**src/rtl/riscv_pkg.sv**
```systemverilog
// Shared encodings for the reduced RISC-V control path:
// opcodes, ALU/immediate selector codes, FSM state type and NOP word.
package riscv_pkg;

  localparam logic [6:0] OPC_OP_IMM = 7'b0010011;
  localparam logic [6:0] OPC_OP     = 7'b0110011;
  localparam logic [6:0] OPC_BRANCH = 7'b1100011;

  localparam logic [2:0] F3_ADD = 3'b000;
  localparam logic [2:0] F3_BNE = 3'b001;
  localparam logic [6:0] F7_ADD = 7'b0000000;

  localparam logic [2:0] ALU_ADD = 3'b000;
  localparam logic [2:0] ALU_SUB = 3'b001;

  localparam logic [1:0] IMM_I = 2'b00;
  localparam logic [1:0] IMM_S = 2'b01;
  localparam logic [1:0] IMM_B = 2'b10;

  typedef enum logic [1:0] {
    FETCH  = 2'd0,
    DECODE = 2'd1,
    EXEC   = 2'd2,
    HALT   = 2'd3
  } state_t;

  // addi x0, x0, 0
  localparam logic [31:0] NOP = 32'h0000_0013;

endpackage

```
**src/rtl/ctrl_decode.sv**
```systemverilog
// Combinational instruction decoder: maps the latched instruction word to
// datapath control and classification flags. Anything outside addi/add/bne
// is reported illegal with safe (no-write, non-branch) controls.
module ctrl_decode
  import riscv_pkg::*;
(
  input  logic [31:0] instr,
  output logic        alusrc,
  output logic [2:0]  aluctrl,
  output logic [1:0]  immsrc,
  output logic        wr_en,
  output logic        is_branch,
  output logic        illegal
);

  logic [6:0] opcode;
  logic [2:0] funct3;
  logic [6:0] funct7;
  logic       unused_fields;

  assign opcode        = instr[6:0];
  assign funct3        = instr[14:12];
  assign funct7        = instr[31:25];
  // register fields are consumed by the top, not by the decoder
  assign unused_fields = ^instr[24:15] ^ ^instr[11:7];

  // Decode table; defaults describe an illegal instruction
  always_comb begin
    alusrc    = 1'b0;
    aluctrl   = ALU_ADD;
    immsrc    = IMM_I;
    wr_en     = 1'b0;
    is_branch = 1'b0;
    illegal   = 1'b1;
    case (opcode)
      OPC_OP_IMM: begin
        if (funct3 == F3_ADD) begin
          alusrc  = 1'b1;
          wr_en   = 1'b1;
          illegal = 1'b0;
        end
      end
      OPC_OP: begin
        if (funct3 == F3_ADD && funct7 == F7_ADD) begin
          wr_en   = 1'b1;
          illegal = 1'b0;
        end
      end
      OPC_BRANCH: begin
        if (funct3 == F3_BNE) begin
          aluctrl   = ALU_SUB;
          immsrc    = IMM_B;
          is_branch = 1'b1;
          illegal   = 1'b0;
        end
      end
      default: ;
    endcase
  end

endmodule

```
**src/rtl/multicycle_ctrl.sv**
```systemverilog
// Multi-cycle FETCH/DECODE/EXEC sequencer for the addi/add/bne datapath.
// Owns PC, latched instruction and retired-instruction counter; a fault
// (illegal encoding or misaligned branch target) parks the FSM in HALT.
module multicycle_ctrl
  import riscv_pkg::*;
#(
  parameter int             WAD      = 5,
  parameter int             WD       = 32,
  parameter logic [WD-1:0]  RESET_PC = '0
) (
  input  logic           clk,
  input  logic           rst_n,
  output logic           imem_req,
  output logic [WD-1:0]  imem_addr,
  input  logic           imem_ack,
  input  logic [WD-1:0]  imem_rdata,
  input  logic           EQ,
  input  logic [WD-1:0]  IMM,
  output logic [WD-1:0]  instr,
  output logic [WAD-1:0] AdIn,
  output logic [WAD-1:0] AdOut1,
  output logic [WAD-1:0] AdOut2,
  output logic           ALUsrc,
  output logic [2:0]     ALUctrl,
  output logic           RegWrite,
  output logic [1:0]     IMMsrc,
  output logic [WD-1:0]  pc,
  output logic           halt,
  output logic [WD-1:0]  instret
);

  state_t        state_reg, state_next;
  logic          run_reg;
  logic [WD-1:0] pc_reg, pc_next;
  logic [WD-1:0] instr_reg;
  logic [WD-1:0] instret_reg, instret_next;
  logic [WD-1:0] target;
  logic          fetch_fire;
  logic          wr_en, is_branch, illegal;

  ctrl_decode u_decode (
    .instr     (instr_reg[31:0]),
    .alusrc    (ALUsrc),
    .aluctrl   (ALUctrl),
    .immsrc    (IMMsrc),
    .wr_en     (wr_en),
    .is_branch (is_branch),
    .illegal   (illegal)
  );

  assign instr      = instr_reg;
  assign pc         = pc_reg;
  assign imem_addr  = pc_reg;
  assign instret    = instret_reg;
  assign AdIn       = WAD'(instr_reg[11:7]);
  assign AdOut1     = WAD'(instr_reg[19:15]);
  assign AdOut2     = WAD'(instr_reg[24:20]);
  assign target     = pc_reg + IMM;
  // an ack only counts while a request is actually outstanding
  assign fetch_fire = imem_req && imem_ack;

  // State, PC, counter and instruction latch; run_reg keeps the request low until the first clock after reset
  always_ff @(posedge clk or negedge rst_n) begin
    if (!rst_n) begin
      state_reg   <= FETCH;
      run_reg     <= 1'b0;
      pc_reg      <= RESET_PC;
      instr_reg   <= WD'(NOP);
      instret_reg <= '0;
    end else begin
      state_reg   <= state_next;
      run_reg     <= 1'b1;
      pc_reg      <= pc_next;
      instret_reg <= instret_next;
      if (fetch_fire) begin
        instr_reg <= imem_rdata;
      end
    end
  end

  // Next-state, PC/counter update and FSM-driven outputs
  always_comb begin
    state_next   = state_reg;
    pc_next      = pc_reg;
    instret_next = instret_reg;
    imem_req     = 1'b0;
    RegWrite     = 1'b0;
    halt         = 1'b0;
    case (state_reg)
      FETCH: begin
        imem_req = run_reg;
        if (run_reg && imem_ack) begin
          state_next = DECODE;
        end
      end
      DECODE: begin
        state_next = illegal ? HALT : EXEC;
      end
      EXEC: begin
        // rd = x0 is architecturally a no-op write
        RegWrite = wr_en && (instr_reg[11:7] != 5'd0);
        if (is_branch && !EQ) begin
          if (target[1:0] != 2'b00) begin
            state_next = HALT;
          end else begin
            pc_next      = target;
            instret_next = instret_reg + 1'b1;
            state_next   = FETCH;
          end
        end else begin
          pc_next      = pc_reg + WD'(4);
          instret_next = instret_reg + 1'b1;
          state_next   = FETCH;
        end
      end
      HALT: begin
        halt = 1'b1;
      end
      default: begin
        state_next = HALT;
      end
    endcase
  end

endmodule
```
**config.mk**
```make
export PLATFORM = sky130hd
export DESIGN_NAME = multicycle_ctrl
export DESIGN_NICKNAME = d
export VERILOG_FILES = /design/src/rtl/riscv_pkg.sv /design/src/rtl/ctrl_decode.sv /design/src/rtl/multicycle_ctrl.sv
export SDC_FILE = /design/constraint.sdc
export NUM_CORES = 1
export LEC_CHECK = 0
export ABC_AREA = 0
export CAP_MARGIN = 15
export CORE_AREA = 2 2 110 165
export CTS_BUF_LIST = sky130_fd_sc_hd__clkbuf_4 sky130_fd_sc_hd__clkbuf_8
export CTS_CLUSTER_SIZE = 14
export DETAILED_ROUTE_END_ITERATION = 10
export DIE_AREA = 0 0 112 167
export PLACE_DENSITY = 0.69
export SETUP_SLACK_MARGIN = 0.02
export SYNTH_ARGS = -nofsm -noshare
export SYNTH_HDL_FRONTEND = slang
export SYNTH_SLANG_ARGS = --single-unit
```
**constraint.sdc**
```tcl
create_clock -name clk -period 3.3 [get_ports clk]
set_input_delay 0.495 -clock clk [delete_from_list [all_inputs] [get_ports clk]]
set_output_delay 0.495 -clock clk [all_outputs]
set_load 0.01 [all_outputs]
```
======== Yosys cells after proc, flatten, opt, wreduce, memory -nomap -nowiden ========
Index checks and enable logic that the tools add are counted.
storage, ports and cells
  flip-flop bits (word level) ............. 99
  bits of input ports ..................... 68
cells by class
  add/subtract/negate cells ............... 3
  equality and inequality tests ........... 9
  multiplexer cells ....................... 26
  reductions and logical operators ........ 14
operator list
  kind                                                 count
  two-way mux 32 bit                                   4
  adder 32 x 1 -> 32 bit, second input constant        1
  adder 32 x 3 -> 32 bit, second input constant        1
  adder 32 bit                                         1
  two-way mux 1 bit                                    13
  two-way mux 2 bit                                    5
  equality test 7 x 5 -> 1 bit, second input constant  1
  equality test 7 x 6 -> 1 bit, second input constant  1
  equality test 7 bit, second input constant           1
  logical NOT 7 bit                                    1
  case mux 2 bit (3 select lines)                      1
  logical AND 1 bit                                    5
  nonzero test 5 bit                                   1
  equality test 2 bit, second input constant           2
  != test 2 bit, second input constant                 2
  AND reduction 2 bit                                  2
  equality test 3 x 1 -> 1 bit, second input constant  1
  logical NOT 3 bit                                    1
  two-way mux 3 bit                                    1
  case mux 1 bit (3 select lines)                      1
  nonzero test 3 bit                                   1
  equality test 2 x 1 -> 1 bit, second input constant  1
  logical NOT 2 bit                                    1
  case mux 1 bit (2 select lines)                      1
  other kinds (2)                                      2

======== Longest topological paths before layout ========
  word-level depth ........................ 6
  mapped depth ............................ 10

======== By module ========
A second synthesis with hierarchy kept.
second synthesis, totals
  cell total of the unflattened synthesis .. 751
  area, all modules ....................... 6830.3 µm²
by module, submodules not included
  module           instances  cells an instance  area each (µm²)
  multicycle_ctrl  1          732                6701.4
  ctrl_decode      1          19                 128.9

======== Least setup slack after synthesis ========
OpenSTA, ideal clock, no wires.
  path type ............................... input to register
  from .................................... in IMM[0]
  to ...................................... reg instret_reg[30], in the netlist instret[30]
  library setup time ...................... 125 ps
  arrival time ............................ 2540 ps
  required time ........................... 3175 ps
  path slack .............................. 634 ps
  stages on the path ...................... 9
  path buffers ............................ 0
  cells stage by stage .................... ha_1 > fa_1 > nor2_1 > o21ai_2 > nor2_1 > nand3_1 > nor3_1 > nand3_1 > xnor2_1
on the way
  word-level cells in the longest chain between the ends .. 4
ends and longest elaborated chain
  what                                  RTL line                text
  start, declared                       multicycle_ctrl.sv:18   input logic [WD-1:0] IMM,
  adder 32 bit                          multicycle_ctrl.sv:58   assign target = pc_reg + IMM;
  nonzero test 2 bit                    multicycle_ctrl.sv:103  if (target[1:0] != 2'b00) begin
  != test 2 bit (no source line)        -
  AND reduction 2 bit (no source line)  -
  end signal, assigned                  multicycle_ctrl.sv:74   instret_reg <= instret_next;
  end, declared                         multicycle_ctrl.sv:36   logic [WD-1:0] instret_reg, instret_next;
No other way between the ends.
A chain may end at the register's enable or synchronous reset.

======== Worst setup path after layout ========
  from .................................... reg instr_reg[1], in the netlist instr[1]
  to ...................................... out RegWrite
on the way
  word-level cells in the longest chain between the ends .. 4
  elaborated cells between the ends (all ways) .. 5
  those cells by class .................... eq/ne: 2; mux: 2; reduce/logical: 1
ends and longest elaborated chain
  what                                                                                 RTL line                text
  start, declared                                                                      multicycle_ctrl.sv:35   logic [WD-1:0] instr_reg;
  start signal, assigned                                                               multicycle_ctrl.sv:68   instr_reg <= WD'(NOP);
  start signal, assigned                                                               multicycle_ctrl.sv:76   instr_reg <= imem_rdata;
  equality test 7 x 6 -> 1 bit / equality test 7 x 5 -> 1 bit (equally long branches)  ctrl_decode.sv:35       case (opcode)
  case mux 1 bit (2 select lines) *                                                    ctrl_decode.sv:35
  logical AND 1 bit *                                                                  multicycle_ctrl.sv:101  RegWrite = wr_en && (instr_reg[11:7] != 5'd0);
  two-way mux 1 bit *                                                                  multicycle_ctrl.sv:89   case (state_reg)
  end, declared                                                                        multicycle_ctrl.sv:25   output logic RegWrite,
Mark *: on every way between the ends. The rest lies on a longest branch, timed or not.

==> results.py <==
metrics = {
    "logic_synthesis": {
        "syn_area_sq_um": 6769,
        "synthTopCellsByCount": "dfrtp_1, a21oi_1, nand2_1, buf_4, o21ai_0",
        "synth_cell_types": 69,
        "synth_seq_area_share_pct": 36.65,
        "avgSynthCellArea_sq_um": 9.025,
        "ys_dominant_reg_cell": "dfrtp_1",
        "synth_top_area_share_pct": 35.49,
        "synth_edf_count": 0,
        "ys_ff_latch": 99,
        "synth_warnings": 0,
        "yosysMostFrequentCell": "dfrtp_1",
        "synthArstFlopShare_pct": 100.0,
        "netlist_instances": 750,
        "yosys-top-cells-area": "dfrtp_1, ha_1, buf_4",
        "yosys.area.top_type": "dfrtp_1",
    },
    "cells_and_area": {
        "fill_cells": 1648,
        "layout.nets": 1053,
        "seqCellArea_sq_um": 2481,
        "multi_input_area_sq_um": 3721,
        "area_growth_pct": 36.97,
        "drive_above_1_share_pct": 11.97,
        "n_antenna_cell": 0,
    },
    "flow_run": {
        "cap_violations": 0,
    },
    "timing": {
        "rsz0062_at_grt": "no",
        "worstMarginPinSlew_ns": 0.5644,
        "setup_violations": 0,
        "finalHoldViolCount": 0,
        "fin_hold_ws_ns": 0.06923,
        "fin_setup_tns_ns": 0,
        "min_period_ns": 3.100,
        "finalWorstSetupSlack_ns": 0.1996,
        "finalCritPeriodShare_pct": 93.95,
        "slew_headroom_pct": 62.38,
        "final.setup_skew_ns": 0.01330,
        "fmax_ghz": 0.3225,
        "drv_slew": 0,
    },
    "grt": {
        "grt_pass1_vias": 6094,
        "grt_usage_pct": 21.35,
        "grt_max_degree": 61,
        "grt_pass1_wl_microns": 31750,
        "antenna_found_initial": 0,
        "grt_overflow": 0,
    },
    "clock_tree": {
        "cts-buffers-inserted": 9,
        "path_clk_slew_ns": 0.11,
        "cts_root_buf": "clkbuf_8",
        "cts_hold_buf": 0,
        "ctsResizeCount": 0,
        "clock_sinks": 99,
        "post_cts_buffers": 0,
        "cts_tree": "done",
        "clk_latency_ns": 0.39,
        "cts_max_level": 3,
        "cts_buffer_depth": 2,
    },
    "pwr": {
        "cellPowerDensity_nw_per_um2": 248.2,
        "vdd_drop_max_mv": 0.1661,
        "leakagePower_uw": 0.004077,
    },
    "placed_design": {
        "place_congestion": 0.9469,
        "dp_hpwl_microns": 15970,
        "preCtsSetupSlack_ns": 0.01892,
        "numPortBuffers": 216,
    },
    "critical_path": {
        "arrival_ns": 2.61,
        "worst-path-max-fanout": 4,
        "ff2ff_path_depth": 10,
        "ff2ff_setup_slack_ns": 0.49,
        "r2r_end": "imem_addr[27]$_DFFE_PN0P_",
        "crit_path_end_kind": "primary output",
        "path_class": "flip-flop to primary output",
        "crit_required_ns": 2.80,
        "reg2reg_from": "imem_addr[0]$_DFFE_PN0P_",
        "startpoint_type": "flip-flop",
    },
    "detailed_routing": {
        "wire_per_inst_microns": 17.53,
        "drtIter0Drc": 294,
        "drt-total-wl_microns": 20430,
        "vias_per_cell": 5.422,
        "ant_nets": 0,
        "drtPass1Iterations": 4,
        "route.vias.total": 6317,
        "drc": 0,
    },
    "die": {
        "core.rowCount": 59,
        "boundaryPins": 220,
        "start_util_pct": 39.19,
        "die_y_microns": 167,
        "die_x_microns": 112,
        "die_area_sq_um": 18700,
        "core_sq_um": 17270,
    },
    "outcome": {
        "run_status": "complete, no violations",
    },
    "hold_path": {
        "hp-class": "primary input to async pin",
    },
}
==> layout make-up <==
type,instances,share of cell area [%]
multi-input combinational,557,40.13
timing repair buffer,263,27.23
sequential,99,26.76
tap,213,2.874
clock buffer,10,1.484
clock inverter,6,0.8232
inverter,17,0.6883
==> critical path: stages (launching register included) <==
cell and delay (ns):
dfstp_2 0.56, nand4bb_1 0.16, or3b_2 0.51, a2111oi_0 0.35, clkdlybuf4s50_1 0.62
==> per-layer routing <==
metal | GRT usage (%) | wire, microns | up-vias
met5 | 0 | 0 | -
li1 | - | - | 3047
met3 | 2.766 | 758 | 51
met2 | 38.58 | 10780 | 197
met4 | 11.35 | 916 | 0
met1 | 24.26 | 7968 | 3022
==> cell families after synthesis <==
logic type,after synthesis,synth area share (%)
AOI/OAI and AO/OA,195,17.47
xor gates and xnor gates,57,7.375
adders and majority gates,38,7.135
buffers and inverters,96,8.484
DFF,99,36.65
muxes,33,5.471
other,2,0.1109
and+or+nand+nor,230,17.30
==> power by group <==
group          internal, uW  switching (uW)
Clock                   388             488
Sequential             1210          0.0936
Combinational           114            97.4
Total                  1720             586
==> per-stage QoR <==
stage	power, uW	utilization, %	cell area [sq um]	instances
after floorplan	1313	-	6777	752
after global placement	1448	52.43	9057	1149
after detailed placement	1449	52.43	9057	1149
after CTS	2320	53.67	9271	1165
after global routing	2391	53.67	9271	1165
final	2301	53.67	9271	1165
==> worst max-delay path by stage <==
stage,from,endpoint,cells past startpoint
final,instr[1]$_DFFE_PN1P_,RegWrite,4
after global routing,instr[1]$_DFFE_PN1P_,RegWrite,4
after CTS,instr[1]$_DFFE_PN1P_,RegWrite,4
after global placement,IMM[0],imem_addr[28]$_DFFE_PN0P_,13
after floorplan,IMM[0],instret[30]$_DFFE_PN0P_,9
after detailed placement,IMM[1],imem_addr[27]$_DFFE_PN0P_,10
==> cell usage in the layout, fill, tap and decap left out, types with 5 or more instances in the layout <==
| master | Yosys | routed |
|---|---|---|
| buf_4 | 52 | 47 |
| nand3_1 | 35 | 35 |
| inv_1 | 17 | 17 |
| a31oi_1 | 11 | 11 |
| dfrtp_1 | 96 | 96 |
| o211ai_1 | 5 | 5 |
| a211oi_1 | 5 | 5 |
| or3_1 | 7 | 7 |
| o21ai_0 | 51 | 51 |
| a21o_1 | 16 | 16 |
| and2_1 | 7 | 7 |
| xnor2_1 | 37 | 37 |
| o22ai_1 | 7 | 7 |
| nand4_1 | 19 | 19 |
| nand2_1 | 64 | 64 |
| nor2_1 | 42 | 42 |
| clkdlybuf4s50_1 | 0 | 215 |
| a21oi_1 | 70 | 70 |
| clkbuf_8 | 0 | 10 |
| mux2_2 | 32 | 32 |
| xor2_1 | 20 | 20 |
| nor4_1 | 7 | 7 |
| ha_1 | 37 | 37 |
| nor3_1 | 7 | 7 |
| and3_1 | 13 | 13 |
Note: power is estimated with default switching activity, not from simulation.
